$ cat src/rtl/ofs_plat_axi_stream_downsizer.sv
// rtl/ofs_plat_axi_stream_downsizer.sv - wide-to-narrow AXI stream converter, optional tail trim via OFS_PLAT_AXIS_DOWNSIZER_TRIM_EN
module ofs_plat_axi_stream_downsizer #(
  parameter int IN_DATA_WIDTH = 512,
  parameter int RATIO = 4,
  parameter int USER_WIDTH = 8,
  localparam int OUT_DATA_WIDTH = IN_DATA_WIDTH / RATIO,
  localparam int IN_KEEP = IN_DATA_WIDTH / 8,
  localparam int OUT_KEEP = OUT_DATA_WIDTH / 8,
  localparam int IDX_W = $clog2(RATIO)
) (
  input  logic                      clk,
  input  logic                      reset_n,
  input  logic                      s_tvalid,
  output logic                      s_tready,
  input  logic [IN_DATA_WIDTH-1:0]  s_tdata,
  input  logic [IN_KEEP-1:0]        s_tkeep,
  input  logic                      s_tlast,
  input  logic [USER_WIDTH-1:0]     s_tuser,
  output logic                      m_tvalid,
  input  logic                      m_tready,
  output logic [OUT_DATA_WIDTH-1:0] m_tdata,
  output logic [OUT_KEEP-1:0]       m_tkeep,
  output logic                      m_tlast,
  output logic [USER_WIDTH-1:0]     m_tuser
);

  typedef enum logic {EMPTY, SERIAL} state_t;

  state_t                   state;
  state_t                   state_next;
  logic [IDX_W-1:0]         idx;
  logic [IDX_W-1:0]         final_idx;
  logic [IDX_W-1:0]         capture_final;
  logic [IN_DATA_WIDTH-1:0] held_data;
  logic [IN_KEEP-1:0]       held_keep;
  logic                     held_last;
  logic [USER_WIDTH-1:0]    held_user;
  logic                     at_final;
  logic                     s_xfer;
  logic                     m_xfer;

  // Handshakes and slice presentation; s_tready intentionally follows m_tready combinationally
  always_comb begin
    at_final = (idx == final_idx);
    m_tvalid = (state == SERIAL);
    s_tready = reset_n && ((state == EMPTY) || (m_tready && at_final));
    s_xfer   = s_tvalid && s_tready;
    m_xfer   = m_tvalid && m_tready;
    m_tdata  = held_data[int'(idx) * OUT_DATA_WIDTH +: OUT_DATA_WIDTH];
    m_tkeep  = held_keep[int'(idx) * OUT_KEEP +: OUT_KEEP];
    m_tlast  = held_last && at_final;
    m_tuser  = held_user;
  end

  // Last slice index for the incoming beat; trim mode drops trailing all-zero-keep slices of a tlast beat
  always_comb begin
    capture_final = IDX_W'(RATIO - 1);
`ifdef OFS_PLAT_AXIS_DOWNSIZER_TRIM_EN
    if (s_tlast) begin
      capture_final = '0;
      for (int i = 1; i < RATIO; i++) begin
        if (|s_tkeep[i * OUT_KEEP +: OUT_KEEP]) capture_final = IDX_W'(i);
      end
    end
`endif
  end

  // Next state: fill when empty, drain to empty only if no new beat is waiting at the final slice
  always_comb begin
    state_next = state;
    case (state)
      EMPTY:   if (s_tvalid) state_next = SERIAL;
      SERIAL:  if (m_tready && at_final && !s_tvalid) state_next = EMPTY;
      default: state_next = EMPTY;
    endcase
  end

  // State register
  always_ff @(posedge clk) begin
    if (!reset_n) state <= EMPTY;
    else          state <= state_next;
  end

  // Holding register and slice index; a capture always restarts at slice 0
  always_ff @(posedge clk) begin
    if (!reset_n) begin
      idx       <= '0;
      final_idx <= '0;
      held_data <= '0;
      held_keep <= '0;
      held_last <= 1'b0;
      held_user <= '0;
    end else if (s_xfer) begin
      idx       <= '0;
      final_idx <= capture_final;
      held_data <= s_tdata;
      held_keep <= s_tkeep;
      held_last <= s_tlast;
      held_user <= s_tuser;
    end else if (m_xfer && !at_final) begin
      idx <= idx + IDX_W'(1);
    end
  end

endmodule

$ cat config.mk
export PLATFORM = sky130hd
export DESIGN_NAME = ofs_plat_axi_stream_downsizer
export DESIGN_NICKNAME = d
export VERILOG_FILES = /design/src/rtl/ofs_plat_axi_stream_downsizer.sv
export SDC_FILE = /design/constraint.sdc
export NUM_CORES = 1
export LEC_CHECK = 0
export ABC_AREA = 1
export CAP_MARGIN = 20
export CORE_AREA = 2 2 288 290
export DETAILED_ROUTE_END_ITERATION = 10
export DIE_AREA = 0 0 290 292
export PLACE_DENSITY_LB_ADDON = 0.08
export SYNTH_ARGS = -nofsm -noshare
export SYNTH_HDL_FRONTEND = slang
export SYNTH_SLANG_ARGS = --single-unit
$ cat constraint.sdc
create_clock -name clk -period 2.6 [get_ports clk]
set_clock_uncertainty 0.2 [all_clocks]
set_input_delay 0.26 -clock clk [delete_from_list [all_inputs] [get_ports clk]]
set_output_delay 0.26 -clock clk [all_outputs]
set_load 0.05 [all_outputs]
==> impl_metrics.env, run 1 <==
export IMPL_cell_internal_pwr_w=0.0182
export IMPL_syn_to_final_growth_pct=60.6
export IMPL_die_area_um2=84700
export IMPL_grt_setup_unrepaired="true"
export IMPL_netlist_cell_types=16
export IMPL_max_vdd_ir_drop_mv=0.574
export IMPL_grt_pass1_wl_um=173000
export IMPL_worstSetupEndpointType="output pin"
export IMPL_finalWirelength_um=117000
export IMPL_holdCritPathClass="in -> reg"
export IMPL_hold_start="s_tdata[279]"
export IMPL_detailedRoute_firstPassIterationCount=5
export IMPL_tritoncts_clock_tree="done"
export IMPL_clkPwrFrac_pct=39.8
export IMPL_power_per_cell_area_nw_per_um2=621
export IMPL_ys_async_sr_fraction_pct=0
export IMPL_number_of_antenna_violations_at_the_first_check_in_global_routing=26
export IMPL_final_report_max_slew_violation_count=0
export IMPL_number_of_global_route_vias_before_repair=27500
export IMPL_clock_insertion_delay_worst_skew_ps=590
export IMPL_core_um2=81600
export IMPL_yosys_cell_count_top_type="sky130_fd_sc_hd__nand3_1"
export IMPL_top_level_ports=744
export IMPL_seq_area_frac_synth_pct=46.2
export IMPL_yosys_synthesis_warning_count=0
export IMPL_final_setup_worst_slack_ps=14.9
export IMPL_post_drt_wl_per_cell_um=21.6
export IMPL_timing_critical_path_fanout_max=89
export IMPL_clkSinkCount=589
export IMPL_cts_root_buffer="sky130_fd_sc_hd__clkbuf_16"
export IMPL_worst_slew_pin_transition_ps=825
export IMPL_maxcap_viol_count=0
export IMPL_critPathLaunch="idx[0]$_SDFFE_PP0P_"
export IMPL_slew_headroom_pct=45.0
export IMPL_core_rowCount=105
export IMPL_min_period_ps=2590
export IMPL_worstHoldPathCells=3
export IMPL_total_standard_cell_area_after_synthesis_um2=25500
export IMPL_fin_crit_sh_pct=99.4
export IMPL_synth_seq_cells=589
export IMPL_drtIter0Drc=2161
export IMPL_synth_edf_count=0
export IMPL_clock_pin_slew_worst_setup_and_hold_paths_ps=60
export IMPL_initial_utilization_pct=31.3
export IMPL_setup_tns_ps=0
export IMPL_criticalPathCategory="reg -> out"
export IMPL_postSynthCellCount=3463
export IMPL_drc=0
export IMPL_synth_top_area_share_pct=46.2
export IMPL_drive_above_1_share_pct=9.59
export IMPL_count_of_endpoints_failing_setup_in_the_final_report=0
export IMPL_fillerInstances=8008
export IMPL_dpl_worst_slack_ps=330
export IMPL_vias_per_cell=5.28
export IMPL_grt_util_all_layers_pct=26.3
export IMPL_synth_flop_cell="sky130_fd_sc_hd__dfxtp_1"
export IMPL_worst_r2r_cell_count=11
export IMPL_synthesis_area_per_instance_um2=7.37
export IMPL_multi_input_area_um2=11800
export IMPL_ys_top_cells_by_count="sky130_fd_sc_hd__nand3_1, sky130_fd_sc_hd__nand2_1, sky130_fd_sc_hd__dfxtp_1, sky130_fd_sc_hd__clkbuf_1, sky130_fd_sc_hd__nand4_1"
export IMPL_layout_nets=4875
export IMPL_globalplace_congestion=0.843
export IMPL_status="complete, no violations"
export IMPL_via_count=28600
export IMPL_critPathArrivalTime_ps=2130
export IMPL_maximum_number_of_pins_on_one_net_before_global_route_repair=149
export IMPL_seq_power_share_pct=39.7
export IMPL_switching_share_pct=28.5
export IMPL_port_buffers=743
export IMPL_seq_area_um2=11800
export IMPL_cts_inserted_buffers=70
export IMPL_comb_power_share_pct=20.5
export IMPL_synth_area_leader_cell="sky130_fd_sc_hd__dfxtp_1"
export IMPL_mappedNetlistNets=4052
export IMPL_die_w_um=290
export IMPL_regToRegStartpoint="idx[1]$_SDFFE_PP0P_"
export IMPL_total_switching_power_w=0.00724
export IMPL_hold_violations_final=0
export IMPL_maximum_buffer_depth_of_the_clock_tree=3
export IMPL_p_leak_nw=17.7
export IMPL_timing_critical_path_from_type="register"
export IMPL_floorplan_die_height_um=292
export IMPL_yosys_top_cells_area="sky130_fd_sc_hd__dfxtp_1, sky130_fd_sc_hd__nand3_1, sky130_fd_sc_hd__nand2_1, sky130_fd_sc_hd__nand4_1, sky130_fd_sc_hd__clkbuf_1"
export IMPL_ant_nets=0
export IMPL_cp_data_required_time_ps=2140
export IMPL_clock_tree_htree_level_count=3
export IMPL_place_detailed_hpwl_um=74800
export IMPL_remaining_global_route_overflow=0
export IMPL_max_freq_mhz=387
[through the flow]
step	util, %	cell area, µm²	cells	hold slack [ps]	power [W]
final	50.2	41000	5422	33.2	0.0254
after global routing	50.2	41000	5420	3.43	0.0264
after CTS	49.8	40600	5397	0.0812	0.0256
after detailed placement	43.2	35200	5005	256	0.0150
after global placement	43.2	35200	5005	251	0.0150
after floorplan	-	25500	3463	198	0.0125
[metal layers]
layer	routed length (µm)	vias to the layer above	track usage, %
li1	-	13700	-
met1	49200	13700	33.3
met2	55900	937	43.8
met3	7450	227	5.40
met4	4470	22	10.4
met5	141	-	0
[path summary, 6_finish.rpt]
path                                 end  slack (ps)
min          held_data[279]$_SDFFE_PN0P_          30
max                          m_tdata[31]          10
min reg2reg  held_data[139]$_SDFFE_PN0P_         260
max reg2reg  held_data[301]$_SDFFE_PN0P_         190
[sequential cells by signal (all words and copies together), names as in the netlist]
| name | count |
|---|---|
| held_last | 1 |
| final_idx | 1 |
| m_tuser | 8 |
| held_data | 512 |
| m_tvalid | 1 |
| idx | 2 |
| held_keep | 64 |
[layout by cell type (no fill, tap or decap), drive strengths merged]
cell type,count
nand3,1605
a21oi,2
clkdlybuf4s50,595
bufinv,5
nand4,144
bufbuf,5
nand2,739
clkinv,10
nor2,4
clkbuf,108
diode,15
buf,273
o21ai,3
clkinvlp,1
dlygate4sd3,243
dfxtp,589
inv,11
[cells by family after synthesis]
logic type	share of synthesized area, %
compound gates	0.0981
buf+inv	7.73
flops	46.2
simple gates	45.9
[power by group through the flow]
| stage | Combinational [W] | Sequential, W | Clock (W) |
|---|---|---|---|
| floorplan | 0.00226 | 0.0102 | 0 |
| global placement | 0.00475 | 0.0103 | 0 |
| detailed placement | 0.00476 | 0.0103 | 0 |
| CTS | 0.00520 | 0.0101 | 0.0103 |
| global route | 0.00552 | 0.0102 | 0.0107 |
| finish | 0.00522 | 0.0101 | 0.0101 |
[area by class of cell]
class,instances,area share (%)
Inverter,7,0.134
Tap cell,1070,3.27
Sequential cell,589,28.8
Multi-Input combinational cell,2497,28.9
Clock inverter,20,0.739
Timing Repair Buffer,1121,33.1
Antenna cell,15,0.0916
Clock buffer,103,4.97
[what timing repair did]
action,in CTS,in global routing
endpoints found under the setup margin,120,155
pin swaps,12,13
gates resized for setup,39,25
hold buffers,243,0
setup buffers,15,4
endpoints found under the hold margin,276,0
cloned,11,6
[worst max-delay path, cell delays in order, from the launching register on]
cell	delay [ps]
sky130_fd_sc_hd__dfxtp_4	390
sky130_fd_sc_hd__buf_12	320
sky130_fd_sc_hd__nand3_1	230
sky130_fd_sc_hd__nand4_1	240
sky130_fd_sc_hd__buf_12	170
Power figures use the tool's default switching activity.
==> inputs of run 2 (changes only) <==
PLACE_DENSITY = 0.64   (was not set)
PLACE_DENSITY_LB_ADDON = not set   (was 0.08)
clock period = 2.5 ns   (was 2.6 ns; I/O delays follow)
==> impl_metrics.env, run 2 (synthesized netlist as in run 1, its figures left out) <==
export IMPL_detailedRoute_firstPassIterationCount=5
export IMPL_timing_critical_path_fanout_max=50
export IMPL_final_report_max_slew_violation_count=0
export IMPL_fin_crit_sh_pct=104
export IMPL_max_freq_mhz=386
export IMPL_post_drt_wl_per_cell_um=21.8
export IMPL_ant_nets=0
export IMPL_core_rowCount=105
export IMPL_core_um2=81600
export IMPL_cts_inserted_buffers=69
export IMPL_power_per_cell_area_nw_per_um2=619
export IMPL_largest_register_ff_count=512
export IMPL_critPathArrivalTime_ps=2140
export IMPL_violated_checks="setup timing"
export IMPL_maximum_number_of_pins_on_one_net_before_global_route_repair=196
export IMPL_globalplace_congestion=0.881
export IMPL_grt_setup_unrepaired="true"
export IMPL_timing_critical_path_from_type="register"
export IMPL_port_buffers=743
export IMPL_clock_pin_slew_worst_setup_and_hold_paths_ps=60
export IMPL_die_w_um=290
export IMPL_regToRegStartpoint="idx[1]$_SDFFE_PP0P_"
export IMPL_grt_util_all_layers_pct=25.9
export IMPL_worstHoldPathCells=3
export IMPL_via_count=30000
export IMPL_worst_hold_path_endpoint="held_keep[48]$_SDFFE_PN0P_"
export IMPL_cpMaxStageDelayCell="sky130_fd_sc_hd__dfxtp_4"
export IMPL_maxcap_viol_count=0
export IMPL_drtIter0Drc=2827
export IMPL_finalWirelength_um=120000
export IMPL_status="finished, violations left"
export IMPL_min_period_ps=2590
export IMPL_number_of_antenna_violations_at_the_first_check_in_global_routing=15
export IMPL_dpl_worst_slack_ps=250
export IMPL_top_level_ports=744
export IMPL_criticalPathCategory="reg -> out"
export IMPL_remaining_global_route_overflow=0
export IMPL_worstSetupEndpointType="output pin"
export IMPL_largest_register="held_data"
export IMPL_leading_cell_type_in_the_layout_fill_and_taps_excluded="sky130_fd_sc_hd__nand3_1"
export IMPL_clkSinkCount=589
export IMPL_detailed_place_area_um2=35300
export IMPL_hold_violations_final=0
export IMPL_hold_start="s_tkeep[48]"
export IMPL_initial_utilization_pct=31.3
export IMPL_crit_family="buffers and inverters"
export IMPL_drive_above_1_share_pct=12.6
export IMPL_timing_critical_path_buf_inv=3
export IMPL_p_leak_nw=18.4
export IMPL_path_common_cell="sky130_fd_sc_hd__buf_12"
export IMPL_floorplan_die_height_um=292
export IMPL_final_design_area_no_fill_um2=42700
export IMPL_fin_hold_ws_ps=26.9
export IMPL_syn_to_final_growth_pct=67.3
export IMPL_worst_slew_pin_transition_ps=1150
export IMPL_count_of_endpoints_failing_setup_in_the_final_report=41
export IMPL_path_cells="inv_12 -> buf_12 -> nand3_1 -> nand4_1 -> buf_12"
export IMPL_clock_insertion_delay_worst_skew_ps=600
export IMPL_layout_common_cells="sky130_fd_sc_hd__nand3_1, sky130_fd_sc_hd__nand2_1, sky130_fd_sc_hd__clkdlybuf4s50_1"
export IMPL_final_setup_worst_slack_ps=-92.2
export IMPL_die_area_um2=84700
export IMPL_max_stage_delay_ps=480
export IMPL_number_of_global_route_vias_before_repair=28500
export IMPL_cts_root_buffer="sky130_fd_sc_hd__clkbuf_16"
export IMPL_tritoncts_clock_tree="done"
export IMPL_worst_r2r_endpoint="held_data[384]$_SDFFE_PN0P_"
export IMPL_holdCritPathClass="in -> reg"
export IMPL_drc=0
export IMPL_grt_pass1_wl_um=172000
export IMPL_place_detailed_hpwl_um=70400
export IMPL_rrSetupSlack_ps=130
export IMPL_layout_nets=4974
export IMPL_max_vdd_ir_drop_mv=0.539
export IMPL_maximum_buffer_depth_of_the_clock_tree=3
export IMPL_vias_per_cell=5.44
export IMPL_cp_data_required_time_ps=2050
export IMPL_clock_tree_htree_level_count=3
export IMPL_worst_r2r_cell_count=10
export IMPL_slew_headroom_pct=23.1
## run 2: tightest hold or removal path, stage by stage
cell and delay (ps):
sky130_fd_sc_hd__clkdlybuf4s50_1 390, sky130_fd_sc_hd__nand3_1 90, sky130_fd_sc_hd__nand2_1 50
## run 2: final cells by class
cell class / count / area [µm²]
diodes: 11 / 27.5
clock inverters: 24 / 292
well taps: 1070 / 1340
multi-input cells: 2497 / 12100
flip-flops and latches: 589 / 11800
clock buffers: 95 / 1990
fillers: 7446 / 38900
inverters: 7 / 51.3
repair buffers: 1221 / 15000
## run 2: metal layers
layer  vias up  GRT usage [%]  part of all wire [%]
li1      13900              -                     -
met2      1490           41.8                    46
met4        12           10.8                   4.2
met5         -              0                 0.072
met1     14300           33.8                    42
met3       300           5.14                   8.1
## run 2: what timing repair did
item / 4_1_cts / 5_1_grt
cloned: 30 / 23
buffers inserted: 28 / 16
hold buffers: 261 / 0
pin swaps: 44 / 70
endpoints found under the setup margin: 142 / 143
hold endpoints to repair: 293 / 0
resized for setup: 85 / 100
## run 2: through the flow
step / utilization (%) / instances / total power (W) / setup TNS (ps)
global route: 52.3 / 5510 / 0.0273 / -8820
detailed placement: 43.3 / 5033 / 0.0156 / 0
global placement: 43.3 / 5033 / 0.0156 / 0
CTS: 51.1 / 5471 / 0.0264 / -8900
finish: 52.3 / 5514 / 0.0264 / -678
floorplan: - / 3463 / 0.0130 / 0
## run 2: power by group
part	internal (W)	switching, W	total, W
registers	0.0101	0.000417	0.0105
clock network	0.00602	0.00427	0.0103
logic	0.00271	0.00287	0.00558
total	0.0189	0.00756	0.0264
## run 2: how the worst max path moves through the flow
stage               cells past startpoint                start                           to  slack (ps)
floorplan                               6  idx[0]$_SDFFE_PP0P_                 m_tdata[102]         390
global placement                        7             m_tready  held_data[453]$_SDFFE_PN0P_         270
detailed placement                      7             m_tready  held_data[187]$_SDFFE_PN0P_         250
CTS                                     6  idx[1]$_SDFFE_PP0P_                   m_tkeep[4]        -140
global route                            7  idx[0]$_SDFFE_PP0P_                  m_tdata[36]        -130
finish                                  5  idx[0]$_SDFFE_PP0P_                  m_tdata[41]         -90
